**src/rtl/sync_fifo_pkg.sv**
```systemverilog
`default_nettype none
// +----------------------------------------------------------------------------+
// | Package   : sync_fifo_pkg                                                  |
// | Purpose   : Shared types and helpers for the parametrised synchronous FIFO.|
// |             Holds the status-flag bundle, its reset value, the occupancy   |
// |             counter width helper and the count-to-flags helper.            |
// | Revision  : 1.0  initial release                                           |
// +----------------------------------------------------------------------------+
package sync_fifo_pkg;

  localparam int FIFO_MIN_DEPTH = 4;

  // Status flag bundle, registered as one unit inside the FIFO.
  typedef struct packed {
    logic full;
    logic empty;
    logic almost_full;
    logic almost_empty;
  } fifo_flags_t;

  localparam fifo_flags_t FIFO_FLAGS_RST = '{
    full:         1'b0,
    empty:        1'b1,
    almost_full:  1'b0,
    almost_empty: 1'b1
  };

  // Occupancy counter must represent 0..depth inclusive.
  function automatic int fifo_cnt_w(input int depth);
    return $clog2(depth) + 1;
  endfunction

  function automatic fifo_flags_t fifo_flags_from_count(input int cnt, input int depth,
                                                        input int af_level, input int ae_level);
    fifo_flags_t f;
    f.full         = (cnt == depth);
    f.empty        = (cnt == 0);
    f.almost_full  = (cnt >= af_level);
    f.almost_empty = (cnt <= ae_level);
    return f;
  endfunction

endpackage
`default_nettype wire

```
**src/rtl/fifo_dp_ram.sv**
```systemverilog
`default_nettype none
// +----------------------------------------------------------------------------+
// | Module    : fifo_dp_ram                                                    |
// | Purpose   : DEPTH x DATA_W storage for sync_fifo_param. One synchronous    |
// |             write port, one asynchronous read port. Contents not reset.    |
// | Ports     : clk      in  clock                                             |
// |             wr_en    in  write strobe                                      |
// |             wr_addr  in  write address                                     |
// |             wr_data  in  write data                                        |
// |             rd_addr  in  read address                                      |
// |             rd_data  out read data (combinational from rd_addr)            |
// | Revision  : 1.0  initial release                                           |
// +----------------------------------------------------------------------------+
module fifo_dp_ram #(
  parameter int DATA_W = 8,
  parameter int DEPTH  = 16
) (
  input  logic                       clk,
  input  logic                       wr_en,
  input  logic [$clog2(DEPTH)-1:0]   wr_addr,
  input  logic [DATA_W-1:0]          wr_data,
  input  logic [$clog2(DEPTH)-1:0]   rd_addr,
  output logic [DATA_W-1:0]          rd_data
);

  logic [DATA_W-1:0] mem_q [DEPTH];

  always_ff @(posedge clk) begin
    if (wr_en) begin
      mem_q[wr_addr] <= wr_data;
    end
  end

  // Reading the pre-edge contents lets a full FIFO read and overwrite the
  // same slot in one cycle.
  assign rd_data = mem_q[rd_addr];

endmodule
`default_nettype wire

```
**src/rtl/sync_fifo_param.sv**
```systemverilog
`default_nettype none
// +----------------------------------------------------------------------------+
// | Module    : sync_fifo_param                                                |
// | Purpose   : Parametrised single-clock FIFO with simultaneous read/write,   |
// |             occupancy count, almost-full/almost-empty thresholds and       |
// |             registered overflow/underflow pulses.                          |
// | Config    : SYNC_FIFO_FWFT_EN defined -> first-word-fall-through output;   |
// |             undefined -> standard mode, 1-cycle registered read.           |
// | Ports     : clk, rst (sync, active-high)                                   |
// |             wr_en/din           write request and data                     |
// |             rd_en               read request / pop acknowledge (FWFT)      |
// |             dout/dout_valid     read data and valid                        |
// |             full/empty/almost_full/almost_empty  registered status flags   |
// |             count               occupancy 0..DEPTH                         |
// |             overflow/underflow  1-cycle pulses for rejected requests       |
// | Revision  : 1.0  initial release                                           |
// +----------------------------------------------------------------------------+
module sync_fifo_param
  import sync_fifo_pkg::*;
#(
  parameter int DATA_W   = 8,
  parameter int DEPTH    = 16,
  parameter int AF_LEVEL = DEPTH - 2,
  parameter int AE_LEVEL = 2
) (
  input  logic                          clk,
  input  logic                          rst,
  input  logic                          wr_en,
  input  logic [DATA_W-1:0]             din,
  input  logic                          rd_en,
  output logic [DATA_W-1:0]             dout,
  output logic                          dout_valid,
  output logic                          full,
  output logic                          empty,
  output logic                          almost_full,
  output logic                          almost_empty,
  output logic [fifo_cnt_w(DEPTH)-1:0]  count,
  output logic                          overflow,
  output logic                          underflow
);

  localparam int AW = $clog2(DEPTH);
  localparam int CW = fifo_cnt_w(DEPTH);

  if (DATA_W < 1) begin : g_chk_data_w
    $error("sync_fifo_param: DATA_W must be >= 1");
  end
  if ((DEPTH < FIFO_MIN_DEPTH) || ((DEPTH & (DEPTH - 1)) != 0)) begin : g_chk_depth
    $error("sync_fifo_param: DEPTH must be a power of 2 and >= 4");
  end

  logic [AW-1:0]     wptr_q, wptr_d;
  logic [AW-1:0]     rptr_q, rptr_d;
  logic [CW-1:0]     count_q, count_d;
  fifo_flags_t       flags_q, flags_d;
  logic              overflow_q, overflow_d;
  logic              underflow_q, underflow_d;
  logic              wr_acc, rd_acc;
  logic [DATA_W-1:0] ram_rdata;

  fifo_dp_ram #(
    .DATA_W (DATA_W),
    .DEPTH  (DEPTH)
  ) u_ram (
    .clk     (clk),
    .wr_en   (wr_acc),
    .wr_addr (wptr_q),
    .wr_data (din),
    .rd_addr (rptr_q),
    .rd_data (ram_rdata)
  );

  always_comb begin
    // A read frees a slot this cycle, so a write into a full FIFO is still
    // accepted when paired with a read. A read of an empty FIFO is never
    // accepted, even alongside a write.
    rd_acc = rd_en & ~flags_q.empty;
    wr_acc = wr_en & (~flags_q.full | rd_acc);

    wptr_d = wptr_q;
    rptr_d = rptr_q;
    if (wr_acc) wptr_d = wptr_q + AW'(1);
    if (rd_acc) rptr_d = rptr_q + AW'(1);

    count_d = count_q;
    case ({wr_acc, rd_acc})
      2'b10:   count_d = count_q + CW'(1);
      2'b01:   count_d = count_q - CW'(1);
      default: count_d = count_q;
    endcase

    // Flags follow the post-edge occupancy so they are correct the cycle
    // after the causing edge.
    flags_d     = fifo_flags_from_count(int'(count_d), DEPTH, AF_LEVEL, AE_LEVEL);
    overflow_d  = wr_en & ~wr_acc;
    underflow_d = rd_en & ~rd_acc;
  end

  always_ff @(posedge clk) begin
    if (rst) begin
      wptr_q      <= '0;
      rptr_q      <= '0;
      count_q     <= '0;
      flags_q     <= FIFO_FLAGS_RST;
      overflow_q  <= 1'b0;
      underflow_q <= 1'b0;
    end else begin
      wptr_q      <= wptr_d;
      rptr_q      <= rptr_d;
      count_q     <= count_d;
      flags_q     <= flags_d;
      overflow_q  <= overflow_d;
      underflow_q <= underflow_d;
    end
  end

`ifdef SYNC_FIFO_FWFT_EN
  // Head word is presented directly from storage; forced to zero while empty
  // so dout reads 0 out of reset.
  assign dout       = flags_q.empty ? '0 : ram_rdata;
  assign dout_valid = ~flags_q.empty;
`else
  logic [DATA_W-1:0] dout_q, dout_d;
  logic              dout_valid_q, dout_valid_d;

  always_comb begin
    dout_d       = rd_acc ? ram_rdata : dout_q;
    dout_valid_d = rd_acc;
  end

  always_ff @(posedge clk) begin
    if (rst) begin
      dout_q       <= '0;
      dout_valid_q <= 1'b0;
    end else begin
      dout_q       <= dout_d;
      dout_valid_q <= dout_valid_d;
    end
  end

  assign dout       = dout_q;
  assign dout_valid = dout_valid_q;
`endif

  assign full         = flags_q.full;
  assign empty        = flags_q.empty;
  assign almost_full  = flags_q.almost_full;
  assign almost_empty = flags_q.almost_empty;
  assign count        = count_q;
  assign overflow     = overflow_q;
  assign underflow    = underflow_q;

endmodule
`default_nettype wire

```
**config.mk**
```make
export PLATFORM = sky130hd
export DESIGN_NAME = sync_fifo_param
export DESIGN_NICKNAME = d
export VERILOG_FILES = /design/src/rtl/sync_fifo_pkg.sv /design/src/rtl/fifo_dp_ram.sv /design/src/rtl/sync_fifo_param.sv
export SDC_FILE = /design/constraint.sdc
export NUM_CORES = 1
export LEC_CHECK = 0
export BUFFER_PORTS_ARGS = -buffer_cell sky130_fd_sc_hd__buf_2
export CAP_MARGIN = 25
export CELL_PAD_IN_SITES_DETAIL_PLACEMENT = 0
export CELL_PAD_IN_SITES_GLOBAL_PLACEMENT = 1
export CORE_MARGIN = 2
export CORE_UTILIZATION = 52
export CTS_CLUSTER_SIZE = 16
export DETAILED_ROUTE_END_ITERATION = 16
export PLACE_DENSITY = 0.84
export SLEW_MARGIN = 30
export SYNTH_ARGS = -nofsm -noshare
export SYNTH_HDL_FRONTEND = slang
export SYNTH_HIERARCHICAL = 1
export SYNTH_SLANG_ARGS = --single-unit
```
**constraint.sdc**
```tcl
create_clock -name clk -period 3 [get_ports clk]
set_input_delay 0.15 -clock clk [delete_from_list [all_inputs] [get_ports clk]]
set_output_delay 0.15 -clock clk [all_outputs]
set_load 0.03 [all_outputs]
```
# Word level (Yosys, flattened, before mapping)
# Memory sizes are Yosys's and may differ from the RTL's. A register that Yosys moved wholly into a read port is not among the register bits.
# Cells that the tools add are included.
[word_totals]
regBits = 20
ramBits = 128
input_bits = 12
n_memories = 1
[op_classes]
add_sub_neg = 4
magnitude_cmp = 2
eq_ne = 3
muxes = 3
bitwise = 9
n_reduce_logical = 1
[mem_list]
columns = ["memory", "depth", "width", "rd", "rd_ports_with_merged_regs", "write_ports", "line_no", "source"]
rows = [
  ["u_ram.mem_q", 16, 8, 1, 1, 1, "fifo_dp_ram.sv:26", "logic [DATA_W-1:0] mem_q [DEPTH];"],
]
[op_table]
columns = ["cell", "n"]
rows = [
  ["$pmux 5 s2", 1],
  ["$add 4x1->4 const B", 2],
  ["$add 5x1->5 const B", 1],
  ["$eq 5x5->1 const B", 1],
  ["$ge 5x4->1 const B", 1],
  ["$le 5x2->1 const B", 1],
  ["$logic_not 5->1", 1],
  ["$sub 5x1->5 const B", 1],
  ["$and 1x1->1", 4],
  ["$not 1->1", 4],
  ["$eq 2x1->1 const B", 1],
  ["$eq 2x2->1 const B", 1],
  ["$mux 1", 2],
  ["$or 1x1->1", 1],
]

# Logic depth before layout (Yosys ltp)
[depth]
ltp_word = 7
ltp_mapped = 12

# Cells and area by module
# The synthesis kept the hierarchy.
[modules_own_cells]
columns = ["module", "n_inst", "cells_per_inst", "area_each_um2"]
rows = [
  ["fifo_dp_ram", 1, 221, 4987.3],
  ["sync_fifo_param", 1, 140, 1239.9],
]

# Worst setup path before layout
# OpenSTA, ideal clock, no wires.
[synth_timing]
path_type = "register to register"
start = "register flags_q, in the netlist empty"
end = "register flags_q, in the netlist full"
t_arrival_ns = 2.562
setup_slack_ns = 0.322
stages_incl_launch_ff = 13
n_path_buf = 1
period_less_slack_ns = 2.678
cell_sequence = "dfxtp_1 > nand2b_1 > a21boi_2 > inv_2 > ha_1 > buf_6 > xor2_1 > ha_1 > and2b_2 > a22o_1 > a211oi_2 > nor2_2 > and3_1"
[synth_via]
elab_chain_cells = 7
word_cells_on_any_way = 8
classes_between = "eq/ne (3); mux (1); bitwise (4)"
[synth_rtl]
columns = ["item", "line_no", "source"]
rows = [
  ["start: declaration", "sync_fifo_param.sv:55", "fifo_flags_t flags_q, flags_d;"],
  ["start signal: assignment", "sync_fifo_param.sv:111", "flags_q <= flags_d;"],
  ["$not 1->1 (*)", "sync_fifo_param.sv:77", "rd_acc = rd_en & ~flags_q.empty;"],
  ["$and 1x1->1 (*)", "sync_fifo_param.sv:77", ""],
  ["$or 1x1->1 (*)", "sync_fifo_param.sv:78", "wr_acc = wr_en & (~flags_q.full | rd_acc);"],
  ["$and 1x1->1 (*)", "sync_fifo_param.sv:78", ""],
  ["named net wr_acc", "sync_fifo_param.sv:58", "logic wr_acc, rd_acc;"],
  ["$eq 2x1->1 / $eq 2x2->1 (equally long branches)", "sync_fifo_param.sv:86", "case ({wr_acc, rd_acc})"],
  ["$pmux 5 s2 (*)", "sync_fifo_param.sv:86", ""],
  ["$eq 5x5->1 (*)", "sync_fifo_pkg.sv:36", "f.full = (cnt == depth);"],
]
# The timed path passes the listed nets; every way through them passes the cells marked *.
# A chain may end at the register's enable or synchronous reset.

# Worst setup path after layout
# Same ends and word-level chain as after synthesis.

==> impl_metrics.csv <==
group,metric,value,unit
cts,cts_buffers,17,
sta,drv_slew,0,
synthesis,synth_edf_count,128,
grt,gr-total-overflow,0,
critical_path,critical_path_class,"reg2reg",
cts,cts_sinks,156,
drt,firstDrtPassIters,5,
synthesis,yosysTopAreaCell,"edfxtp_1",
grt,antenna_found_initial,0,
grt,grt_pass1_wl,18.4,mm
sta,slew_headroom,0.391,
critical_path,cp_max_fo,9,
floorplanning,die_y,113,µm
synthesis,syn_area,6230,µm²
floorplanning,ioPinCount,32,
synthesis,synth_top_area_frac,0.617,
floorplanning,die_area,12900,µm²
grt,grt_max_degree,36,
layout,num_antenna_cells,0,
outcome,status,"finished, final reports clean",
grt,track_usage,0.195,
critical_path,crit_path_end_kind,"register",
critical_path,arrival,2870,ps
synthesis,synth_cells,361,
sta,setup_slack,426,ps
cts,clk_pin_slew,60,ps
drt,routedWlPerCell,20.5,µm
placed_design,hpwl,7.22,mm
power,power,0.00557,W
grt,grt_pass1_vias,3302,
layout,final_cell_mix,"edfxtp_1 (128), nand2_1 (34), buf_2 (31)",
floorplanning,row_count,39,
layout,fin_nets,427,
drt,viasPerCell,5.85,
critical_path,cp.required,3290,ps
synthesis,yosys-top-cells-area,"edfxtp_1 (62%), dfxtp_1 (9.0%), mux4_2 (6.5%)",
layout,fin_util,0.618,
synthesis,async_flop_share,0,
synthesis,ys_types,46,
power,power_density,779,nW/µm²
power,total_leakage_power,2.47,nW
synthesis,synth_nets,378,
drt,drtAntennaViolNets,0,
cts,cts_max_level,4,
placed_design,gp_congestion,0.777,
sta,fin_skew,12.5,ps
critical_path,cp-start-kind,"register",
drt,drc,0,
cts,cts_buffer_depth,2,
sta,finalCritPeriodShare,0.858,
sta,fmax,389,MHz
placed_design,pre_cts_slack,457,ps
sta,worstMarginPinSlew,910,ps
sta,tns,0,ps
layout,final_common_cell,"edfxtp_1",
drt,vias,3304,
synthesis,synth-main-ff-cell,"edfxtp_1",
synthesis,synth_seq_cells,156,
cts,clk_latency,410,ps
layout,area_growth,14.7,%
floorplanning,start_util,0.538,
cts,cts_tree,"done",
placed_design,port_buffers,31,
sta,hold_ws,39.5,ps
sta,rsz0062_at_grt,"no",
sta,setup_viol,0,
hold_path,min-delay-path-class,"in2reg",
layout,layout-drive-gt1-share,0.242,
sta,hold_viol_final,0,
drt,wl,11.6,mm
power,irDropWorstVdd,0.507,mV
floorplanning,die_x,113,µm
floorplanning,coreArea,11600,µm²
synthesis,yosys_warnings,6,
cts,cts_root_buf,"clkbuf_16",
synthesis,ys_seq_area_frac,0.707,
drt,drtIter0Drc,289,
flow_run,drv_cap,0,
sta,min_period,2570,ps
synthesis,syn_avg_cell_area,17.2,µm²
cts,post_cts_resized,0,
-- sequential cells by signal, summed over array words and instances, names as in the netlist --
| register | cells |
|---|---|
| u_ram/mem_q | 128 |
| dout | 8 |
| count | 5 |
| rptr_q | 4 |
| wptr_q | 4 |
| almost_empty | 1 |
| almost_full | 1 |
| dout_valid | 1 |
| empty | 1 |
| full | 1 |
| overflow | 1 |
| underflow | 1 |
-- routing by layer --
metal | vias to the layer above | wire [µm] | global-route usage
li1 | 1520 | - | -
met1 | 1686 | 5150 | 0.260
met2 | 88 | 5810 | 0.320
met3 | 10 | 526 | 0.0462
met4 | 0 | 112 | 0.0659
met5 | - | 0 | 0
-- worst max-delay path, stage by stage (launching register included) --
cell,delay (ps)
dfxtp_1,310
nand2b_1,210
a21boi_2,210
inv_2,60
ha_1,300
xor2_1,200
ha_1,220
o21ai_0,240
a221oi_1,140
a211oi_2,350
nor2_2,60
and3_1,180
-- synthesized netlist by cell type, drive strengths merged, types with 3 or more instances --
cell type and n:
dfxtp 28, nor2 30, clkdlybuf4s25 3, mux2i 3, edfxtp 128, a22oi 17
nand2 34, ha 5, mux4 32, xor2 6, inv 3, and2b 3
buf 11, nand2b 3, xnor2 4, a21oi 13, nor2b 4, nor3 5
clkbuf 5
-- per-stage QoR --
stage	std cells	area [µm²]
final	565	7140
after global routing	565	7140
after CTS	565	7140
after detailed placement	533	6550
after global placement	533	6550
after floorplan	361	6230
-- where the power goes --
| part | internal [W] | total, W | switching [W] | leakage, nW |
|---|---|---|---|---|
| Clock | 0.00130 | 0.00210 | 0.000796 | 0.276 |
| Combinational | 0.000401 | 0.000945 | 0.000543 | 0.810 |
| Sequential | 0.00245 | 0.00252 | 0.0000767 | 1.39 |
-- repair_timing --
action / in CTS / in global routing
endpoints found under the hold margin: 1 / 0
hold buffers: 1 / 0
setup buffers: 0 / 0
-- cells by family (layout without fill, tap and decap cells) --
family / after synthesis / in the layout / synth area share
xor gates and xnor gates: 10 / 10 / 0.0141
adders and majority gates: 5 / 5 / 0.0100
muxes: 35 / 35 / 0.129
buffers and inverters: 23 / 84 / 0.0267
DFF: 156 / 156 / 0.707
and+or+nand+nor: 91 / 91 / 0.0671
AOI/OAI and AO/OA: 41 / 41 / 0.0458
-- final cells by class --
cell class / count / area, µm²
timing repair buffer: 49 / 305
clock inverter: 11 / 144
tap: 143 / 179
clock buffer: 20 / 437
multi-input combinational: 182 / 1660
sequential: 156 / 4410
inverter: 4 / 16.3
fill: 845 / 4420
-- final timing paths --
path                    startpoint                   end  slack, ps  depth (start not counted)
setup / recovery  empty$_SDFF_PP1_       full$_SDFF_PP0_        430                         11
hold / removal               wr_en   overflow$_SDFF_PP0_         40                          2
setup reg to reg  empty$_SDFF_PP1_       full$_SDFF_PP0_        430                         11
hold reg to reg   empty$_SDFF_PP1_  underflow$_SDFF_PP0_        440                          2
(Power assumes the default switching activity.)
